`config.mk`:
```
export PLATFORM = sky130hd
export DESIGN_NAME = alu_share_arbiter
export DESIGN_NICKNAME = d
export VERILOG_FILES = /design/src/rtl/alu_pkg.sv /design/src/rtl/arb2_rr.sv /design/src/rtl/alu_share_arbiter.sv
export SDC_FILE = /design/constraint.sdc
export NUM_CORES = 1
export LEC_CHECK = 0
export CORE_AREA = 2 2 122 124
export CTS_CLUSTER_SIZE = 28
export DETAILED_ROUTE_END_ITERATION = 8
export DIE_AREA = 0 0 124 126
export PLACE_DENSITY = 0.77
export REMOVE_ABC_BUFFERS = 1
export SLEW_MARGIN = 5
export SYNTH_ARGS = -nofsm -noshare
export SYNTH_HDL_FRONTEND = slang
export SYNTH_SLANG_ARGS = --single-unit
```
`constraint.sdc`:
```
create_clock -name clk -period 1.6 [get_ports clk]
set_clock_uncertainty 0.05 [all_clocks]
set_input_delay 0.24 -clock clk [delete_from_list [all_inputs] [get_ports clk]]
set_output_delay 0.24 -clock clk [all_outputs]
set_load 0.01 [all_outputs]
```
`src/rtl/alu_pkg.sv`:
```
// -----------------------------------------------------------------------------
// alu_pkg
// Shared definitions for the ALU share arbiter:
//   - ALU_control codes (the encoding the shared ALU already understands)
//   - Arbiter FSM state encoding
//   - Requester id type (two requesters -> one bit)
// -----------------------------------------------------------------------------
package alu_pkg;

    // ALU_control codes. The arbiter never decodes these. Codes 1010-1111 are
    // forwarded unchanged, and the ALU defines what they produce.
    localparam logic [3:0] ALU_ADD  = 4'b0000;
    localparam logic [3:0] ALU_SUB  = 4'b0001;
    localparam logic [3:0] ALU_XOR  = 4'b0010;
    localparam logic [3:0] ALU_OR   = 4'b0011;
    localparam logic [3:0] ALU_AND  = 4'b0100;
    localparam logic [3:0] ALU_SLL  = 4'b0101;
    localparam logic [3:0] ALU_SRL  = 4'b0110;
    localparam logic [3:0] ALU_SRA  = 4'b0111;
    localparam logic [3:0] ALU_SLT  = 4'b1000;
    localparam logic [3:0] ALU_SLTU = 4'b1001;

    typedef enum logic [1:0] {
        ST_IDLE = 2'd0,
        ST_EXEC = 2'd1,
        ST_RESP = 2'd2
    } arb_state_t;

    localparam int REQ_ID_W = 1;
    typedef logic [REQ_ID_W-1:0] req_id_t;

    localparam req_id_t REQ0 = 1'b0;
    localparam req_id_t REQ1 = 1'b1;

endpackage

```
`src/rtl/arb2_rr.sv`:
```
// -----------------------------------------------------------------------------
// arb2_rr
// Two-way grant picker for the ALU share arbiter.
//   Default build            : round-robin on contention. last_grant resets to
//                              REQ1, so REQ0 wins the first contention.
//   ALU_ARB_FIXED_PRIO_EN    : REQ0 has strict priority. After STARVE_LIMIT
//                              REQ0 grants taken while REQ1 was waiting, REQ1
//                              is forced through once.
// Ports:
//   clk, rst   clock, synchronous active-high reset
//   i_valid0   requester 0 has an operation pending
//   i_valid1   requester 1 has an operation pending
//   i_accept   a handshake for o_grant completes at this clock edge
//   o_grant    selected requester (combinational, meaningful when any valid)
// -----------------------------------------------------------------------------
module arb2_rr
    import alu_pkg::*;
#(
    parameter int STARVE_LIMIT = 4
) (
    input  logic    clk,
    input  logic    rst,
    input  logic    i_valid0,
    input  logic    i_valid1,
    input  logic    i_accept,
    output req_id_t o_grant
);

`ifdef ALU_ARB_FIXED_PRIO_EN

    localparam int CNT_W = $clog2(STARVE_LIMIT + 1);

    logic [CNT_W-1:0] r_starve_cnt;
    logic             w_force1;

    assign w_force1 = (r_starve_cnt >= CNT_W'(STARVE_LIMIT));

    // NOTE: every output of a combinational block gets a default first, so
    // no path through it leaves a value unassigned and infers a latch.
    always_comb begin
        o_grant = REQ0;
        if (i_valid1 && (!i_valid0 || w_force1)) begin
            o_grant = REQ1;
        end
    end

    // The counter saturates at the limit. If REQ1 drops valid while it is
    // owed a turn, the turn is still owed when REQ1 returns.
    // NOTE: state registers use non-blocking assignments, so every flop in
    // the design samples the pre-edge values regardless of block order.
    always_ff @(posedge clk) begin
        if (rst) begin
            r_starve_cnt <= '0;
        end else if (i_accept) begin
            if (o_grant == REQ1) begin
                r_starve_cnt <= '0;
            end else if (i_valid1 && !w_force1) begin
                r_starve_cnt <= r_starve_cnt + CNT_W'(1);
            end
        end
    end

`else

    req_id_t r_last_grant;

    // Round-robin does not use the starvation limit. It is referenced here
    // only so that both builds share one parameter list.
    logic w_unused_starve_limit;
    assign w_unused_starve_limit = (STARVE_LIMIT > 0);

    // NOTE: every output of a combinational block gets a default first, so
    // no path through it leaves a value unassigned and infers a latch.
    always_comb begin
        o_grant = REQ0;
        if (i_valid0 && i_valid1) begin
            o_grant = ~r_last_grant;
        end else if (i_valid1) begin
            o_grant = REQ1;
        end
    end

    // Only a completed handshake moves the pointer. A requester that drops
    // valid before it is accepted leaves the fairness state unchanged.
    // NOTE: state registers use non-blocking assignments, so every flop in
    // the design samples the pre-edge values regardless of block order.
    always_ff @(posedge clk) begin
        if (rst) begin
            r_last_grant <= REQ1;
        end else if (i_accept) begin
            r_last_grant <= o_grant;
        end
    end

`endif

endmodule

```
`src/rtl/alu_share_arbiter.sv`:
```
// -----------------------------------------------------------------------------
// alu_share_arbiter
// Time-shares one combinational ALU between two requesters. A request
// {op, a, b} is accepted in IDLE and held in registers. The ALU is driven for
// one cycle (EXEC). The result is then held on the owner's response channel
// until that requester takes it (RESP).
// Latency: accepted at edge N, rspN_valid is high from cycle N+2. With
// rsp_ready tied high, the best case is one operation every 3 cycles.
// Optional macro ALU_ARB_FIXED_PRIO_EN selects strict REQ0 priority with a
// starvation guard instead of round-robin (see arb2_rr).
// Ports:
//   clk, rst                         clock, synchronous active-high reset
//   reqN_valid/ready/op/a/b          request channel of requester N (N=0,1)
//   alu_op, alu_a, alu_b             registered drive of the shared ALU
//   alu_result                       combinational result of the shared ALU
//   rspN_valid/ready/data            response channel of requester N
// -----------------------------------------------------------------------------
module alu_share_arbiter
    import alu_pkg::*;
#(
    parameter int XLEN         = 32,
    parameter int OP_W         = 4,
    parameter int STARVE_LIMIT = 4
) (
    input  logic            clk,
    input  logic            rst,

    input  logic            req0_valid,
    output logic            req0_ready,
    input  logic [OP_W-1:0] req0_op,
    input  logic [XLEN-1:0] req0_a,
    input  logic [XLEN-1:0] req0_b,

    input  logic            req1_valid,
    output logic            req1_ready,
    input  logic [OP_W-1:0] req1_op,
    input  logic [XLEN-1:0] req1_a,
    input  logic [XLEN-1:0] req1_b,

    output logic [OP_W-1:0] alu_op,
    output logic [XLEN-1:0] alu_a,
    output logic [XLEN-1:0] alu_b,
    input  logic [XLEN-1:0] alu_result,

    output logic            rsp0_valid,
    input  logic            rsp0_ready,
    output logic [XLEN-1:0] rsp0_data,

    output logic            rsp1_valid,
    input  logic            rsp1_ready,
    output logic [XLEN-1:0] rsp1_data
);

    arb_state_t      r_state;
    arb_state_t      w_next_state;
    req_id_t         r_owner;
    req_id_t         w_grant;
    logic [OP_W-1:0] r_op;
    logic [XLEN-1:0] r_a;
    logic [XLEN-1:0] r_b;
    logic [XLEN-1:0] r_result;
    logic            w_idle;
    logic            w_accept;

    arb2_rr #(
        .STARVE_LIMIT (STARVE_LIMIT)
    ) u_arb (
        .clk      (clk),
        .rst      (rst),
        .i_valid0 (req0_valid),
        .i_valid1 (req1_valid),
        .i_accept (w_accept),
        .o_grant  (w_grant)
    );

    // Ready is offered only in IDLE, and only to the granted requester that
    // is actually asking. That makes ready one-hot and a handshake identical
    // to "ready asserted".
    assign w_idle     = (r_state == ST_IDLE);
    assign req0_ready = w_idle && req0_valid && (w_grant == REQ0);
    assign req1_ready = w_idle && req1_valid && (w_grant == REQ1);
    assign w_accept   = req0_ready || req1_ready;

    always_ff @(posedge clk) begin
        if (rst) begin
            r_state <= ST_IDLE;
        end else begin
            r_state <= w_next_state;
        end
    end

    always_comb begin
        w_next_state = r_state;
        rsp0_valid   = 1'b0;
        rsp1_valid   = 1'b0;
        case (r_state)
            ST_IDLE: begin
                if (w_accept) begin
                    w_next_state = ST_EXEC;
                end
            end
            ST_EXEC: begin
                w_next_state = ST_RESP;
            end
            ST_RESP: begin
                rsp0_valid = (r_owner == REQ0);
                rsp1_valid = (r_owner == REQ1);
                // The non-owner's ready is ignored. Its rsp_valid is low.
                if ((r_owner == REQ0 && rsp0_ready) ||
                    (r_owner == REQ1 && rsp1_ready)) begin
                    w_next_state = ST_IDLE;
                end
            end
            default: begin
                w_next_state = ST_IDLE;
            end
        endcase
    end

    // The operand registers drive the ALU directly. They change only on
    // acceptance, so alu_* hold their last values outside EXEC.
    // NOTE: these datapath registers are reset, not left free-running,
    // because alu_* and rsp_data are visible outputs with defined reset values.
    always_ff @(posedge clk) begin
        if (rst) begin
            r_owner  <= REQ0;
            r_op     <= OP_W'(ALU_ADD);
            r_a      <= '0;
            r_b      <= '0;
            r_result <= '0;
        end else begin
            if (w_accept) begin
                r_owner <= w_grant;
                if (w_grant == REQ0) begin
                    r_op <= req0_op;
                    r_a  <= req0_a;
                    r_b  <= req0_b;
                end else begin
                    r_op <= req1_op;
                    r_a  <= req1_a;
                    r_b  <= req1_b;
                end
            end
            if (r_state == ST_EXEC) begin
                r_result <= alu_result;
            end
        end
    end

    assign alu_op    = r_op;
    assign alu_a     = r_a;
    assign alu_b     = r_b;
    assign rsp0_data = r_result;
    assign rsp1_data = r_result;

endmodule

```
After elaboration in Yosys (flattened, before gate mapping)
Cells that the tools add are included.

storage, ports and cells
  output and inout bits = 136
  logic and storage cells = 35
  register bits = 104

cells by class
  bitwise gates (word level) = 3
  reductions and logical operators = 11
  mux-type cells = 10
  equality and inequality tests = 4

operators with widths
  operator                                               count
  two-way mux 32 bit                                     2
  logical AND 1 bit                                      7
  case mux 2 bit (3 select lines)                        1
  two-way mux 1 bit                                      4
  two-way mux 2 bit                                      2
  two-way mux 4 bit                                      1
  NOT 1 bit                                              3
  equality test 2 x 1 -> 1 bit, second input constant    1
  equality test 2 bit, second input constant             1
  logical NOT 2 bit                                      1
  logical OR 1 bit                                       2
  inequality test 2 x 1 -> 1 bit, second input constant  1
  inequality test 2 bit, second input constant           1
  AND reduction 2 bit                                    1

Depth between registers and ports, before layout
  depth after elaboration = 7
  gate-level depth with buffers = 7
  mapped depth without buffers = 3

Hierarchy
Synthesis repeated with hierarchy kept, for this count alone.

second synthesis, totals
  cells, all modules = 504
  area total of the unflattened synthesis = 4993.5 µm²

modules (own cells, without submodules)
  module             instances  cells an instance  area each (µm²)  seq. area each (µm²)
  alu_share_arbiter  1          500                4951.0           2062.0
  arb2_rr            1          4                  42.5             20.0

Worst setup path after synthesis
Ideal clock, no wire load.

  path kind = register to register
  from = register r_state[1]
  to = register r_a[4] (netlist: alu_a[4])
  setup slack = 0.172 ns
  arrival time = 1.239 ns
  stages on the path, launching flop included = 7
  required time = 1.411 ns
  clock period less this slack = 1.428 ns
  path through = dfxtp_1 -> nor2_1 -> and2_1 -> buf_6 -> buf_6 -> buf_6 -> a311oi_2

on the way
  word-level cells in the longest chain between the ends = 4

ends and longest elaborated chain
  element                                             RTL line                                          RTL
  start: declaration                                  alu_share_arbiter.sv:54                           arb_state_t r_state;
  start signal: assignment                            alu_share_arbiter.sv:88                           r_state <= w_next_state;
  logical NOT 2 bit *                                 alu_share_arbiter.sv:79                           assign w_idle = (r_state == ST_IDLE);
  logical AND 1 bit (on tied branches) (2 in series)  alu_share_arbiter.sv:80, alu_share_arbiter.sv:81
  logical OR 1 bit *                                  alu_share_arbiter.sv:82                           assign w_accept = req0_ready || req1_ready;
  end signal: assignment                              alu_share_arbiter.sv:136                          r_a <= req0_a;
  end signal: assignment                              alu_share_arbiter.sv:140                          r_a <= req1_a;
  end: declaration                                    alu_share_arbiter.sv:59                           logic [XLEN-1:0] r_a;

Every way passes the cells marked *; elsewhere a longest branch is shown, timed or not.
A chain may end at the register's enable or synchronous reset.

Worst setup path after layout
  from = register r_state[0]
  to = output req0_ready

on the way
  word-level cells in the longest chain between the ends = 3

ends and longest elaborated chain
  element                          RTL line                 RTL
  logical NOT 2 bit                alu_share_arbiter.sv:79
  logical AND 1 bit (2 in series)  alu_share_arbiter.sv:80  assign req0_ready = w_idle && req0_valid && (w_grant == REQ0);
  end: declaration                 alu_share_arbiter.sv:29  output logic req0_ready,

Every way passes these cells.

==> impl_metrics.tcl <==
set metrics [dict create \
    status "complete, but fails checks" \
    violations "setup timing" \
    layout-drive-gt1-share_pct 10.8 \
    fin_nets 1018 \
    route.detailed.drc 0 \
    hpwl_mm 12.4 \
    cts_tree "done" \
    synthTopCellsByArea "dfxtp_1 (45%), nand2_1 (16%), a311oi_1 (11%), a21oi_1 (11%), buf_4 (5.4%)" \
    relSlewSlack_pct 77.1 \
    fmax_mhz 624 \
    ir_worst_vdd_mv 0.591 \
    tightest_slew_ps 343 \
    drt-initial-drc-count 289 \
    syn_inst 582 \
    cp-end-kind "primary output" \
    p_sw_share_pct 29.1 \
    slowest_stage "or3b_4" \
    cp_top_family "simple AND/OR/NAND/NOR gates" \
    pwr_density_cell_nw_per_um2 924 \
    drtPass1Iterations 6 \
    synth_area_sq_um 4620 \
    ant_nets 0 \
    hold_violations 0 \
    cts_root_buf "clkbuf_16" \
    grt_pass1_wl_mm 26.4 \
    rsz0062_at_grt "yes" \
    cts_buffer_depth 2 \
    slowest_delay_ps 400 \
    power_frac_clock_pct 28.9 \
    die_w_um 124 \
    maxCapViolations 0 \
    io_buffers 309 \
    clock_latency_ps 340 \
    die_area_sq_um 15600 \
    r2r_cells 6 \
    fin_crit_ps 1600 \
    die_h_um 126 \
    yosysWarningCount 0 \
    hold_path_depth 2 \
    initial_core_util_pct 32.3 \
    multi_input_area_sq_um 2180 \
    p_comb_share_pct 31.8 \
    cp.arrival_ps 1310 \
    ys_seq_area_share_pct 45.0 \
    antenna_cells 0 \
    viasPerCell 5.06 \
    cts_buffers 9 \
    cts_hold_buf 0 \
    finalSetupViolCount 1 \
    io-pin-count 310 \
    grt_pass1_vias 5105 \
    critical_path_depth 3 \
    wire_per_inst_um 17.5 \
    avgSynthCellArea_sq_um 7.94 \
    holdCritPathClass "input port to flop" \
    design.core.area_sq_um 14300 \
    dr_total_vias 5229 \
    crit_chain "or3b_4 -> nor2_2 -> buf_2" \
    finalMaxSlewViolations 0 \
    finalWirelength_mm 18.1 \
    crit_buf_inv 1 \
    grt_max_degree 47 \
    finalCritPeriodShare_pct 100 \
    yosysTopAreaCell "dfxtp_1" \
    grtUsageTotal_pct 21.6 \
    startpoint_type "flop" \
    timing.final.ws_setup_ps -2.31 \
    synth_top_area_share_pct 45.0 \
    synth_cell_types 25 \
    required_ps 1310 \
    overflow 0 \
    gp_congestion 0.815 \
    area_growth_pct 81.2 \
    internal_power_w 0.00549 \
    fillerInstances 1287 \
    critical_path_class "flop to primary output" \
    num_rows 44 \
    synth-seq-cells 104 \
    fin_tns_setup_ps -2.31 \
    antenna_found_initial 0 \
    seq_area_sq_um 2090 \
    clk_transition_reported_paths_ps 70 \
    clock-sinks 104 \
    path_max_fanout 2 \
    h-tree-depth 3 \
    p_total_w 0.00774 \
    leakage_nw 3.61 \
    p_switching_w 0.00225 \
    seqPwrFrac_pct 39.3 \
]
## layout make-up
type	instances	area share (%)
multi-input cells	388	26.0
well taps	184	2.75
repair buffers	341	42.8
clock buffers	10	2.85
flip-flops and latches	104	24.9
clock inverters	6	0.702
## layout by cell type (no fill, tap or decap), types with 2 or more instances in the layout
cell | netlist | final
clkdlybuf4s50_1 | 0 | 264
nand2_1 | 200 | 200
dfxtp_1 | 104 | 101
a21oi_1 | 101 | 96
a311oi_1 | 59 | 46
dlymetal6s2s_1 | 0 | 29
a311oi_2 | 9 | 22
buf_4 | 33 | 15
clkbuf_16 | 0 | 12
dlygate4sd2_1 | 0 | 12
buf_12 | 0 | 10
a21oi_2 | 0 | 5
clkinv_2 | 0 | 4
buf_6 | 3 | 3
dfxtp_2 | 0 | 3
nor2b_1 | 3 | 2
buf_2 | 10 | 2
buf_8 | 0 | 2
## kinds of logic (layout without fill, tap and decap cells)
group,count (synthesis),count (layout),share of synthesized area (%)
AND/OR/NAND/NOR,214,214,18.1
AO/OA/AOI/OAI,173,173,25.9
flip-flops,104,104,45.0
buffers and inverters,90,357,10.7
multiplexers,1,1,0.217
## routing by layer
layer,wire length [um],up-vias,track usage [%]
met5,0,-,0
met4,603,0,9.85
met3,1900,42,7.97
met2,8620,243,35.9
met1,6950,2427,24.4
li1,-,2517,-
## metrics by stage
step	hold slack, ps	setup WS, ps	cells	instance area [sq um]	util (%)
floorplan	258	-2900	492	4130	-
CTS	196	-6.88	1029	8120	56.7
global route	228	-45.6	1033	8380	58.5
detailed placement	416	-514	1013	7790	54.4
finish	222	-2.31	1033	8380	58.5
global placement	405	-495	1013	7790	54.4
## sequential cells by signal (all words and copies together), names as in the netlist
name	count
r_state	2
rsp0_data	32
r_owner	1
u_arb.r_last_grant	1
alu_b	32
alu_op	4
alu_a	32
## cell usage after synthesis
cell type  number
nand2_1       200
mux2i_1         1
and3b_1         1
nand3b_1        1
nor3b_1         1
a21boi_2        1
a311oi_1       59
nor3_1          1
or3b_2          1
a221o_1         1
a22oi_1         1
a311oi_2        9
nor2_1          3
buf_1           3
and2_1          1
or2_1           1
buf_6           3
buf_2          10
buf_4          33
clkbuf_1       41
nand2b_1        1
a21oi_1       101
a21bo_2         1
nor2b_1         3
dfxtp_1       104
## what timing repair did
action                                  CTS  global route
setup buffers                             0             1
gates resized for setup                  37            52
endpoints found under the setup margin   66           102
gates cloned                              0             3
pin swaps                                 0             2
## worst paths after layout
check,from,to,slack (ps)
min reg2reg,rsp0_data[10]$_SDFFE_PP0N_,rsp0_data[10]$_SDFFE_PP0N_,420
max reg2reg,u_arb.r_last_grant$_SDFFE_PP1P_,alu_b[13]$_SDFFE_PP0P_,90
min,rst,r_owner$_SDFFE_PP0P_,220
max,r_state[0]$_SDFFE_PP0P_,req0_ready,-2
## power groups by stage
stage          Combinational (W)  Sequential [W]  Clock [W]
6_report                 0.00246         0.00304    0.00224
5_1_grt                  0.00265         0.00307    0.00240
2_1_floorplan           0.000693         0.00324          0
4_1_cts                  0.00239         0.00304    0.00229
3_5_place_dp             0.00237         0.00309          0
3_3_place_gp             0.00236         0.00309          0
Power figures use the tool's default switching activity.
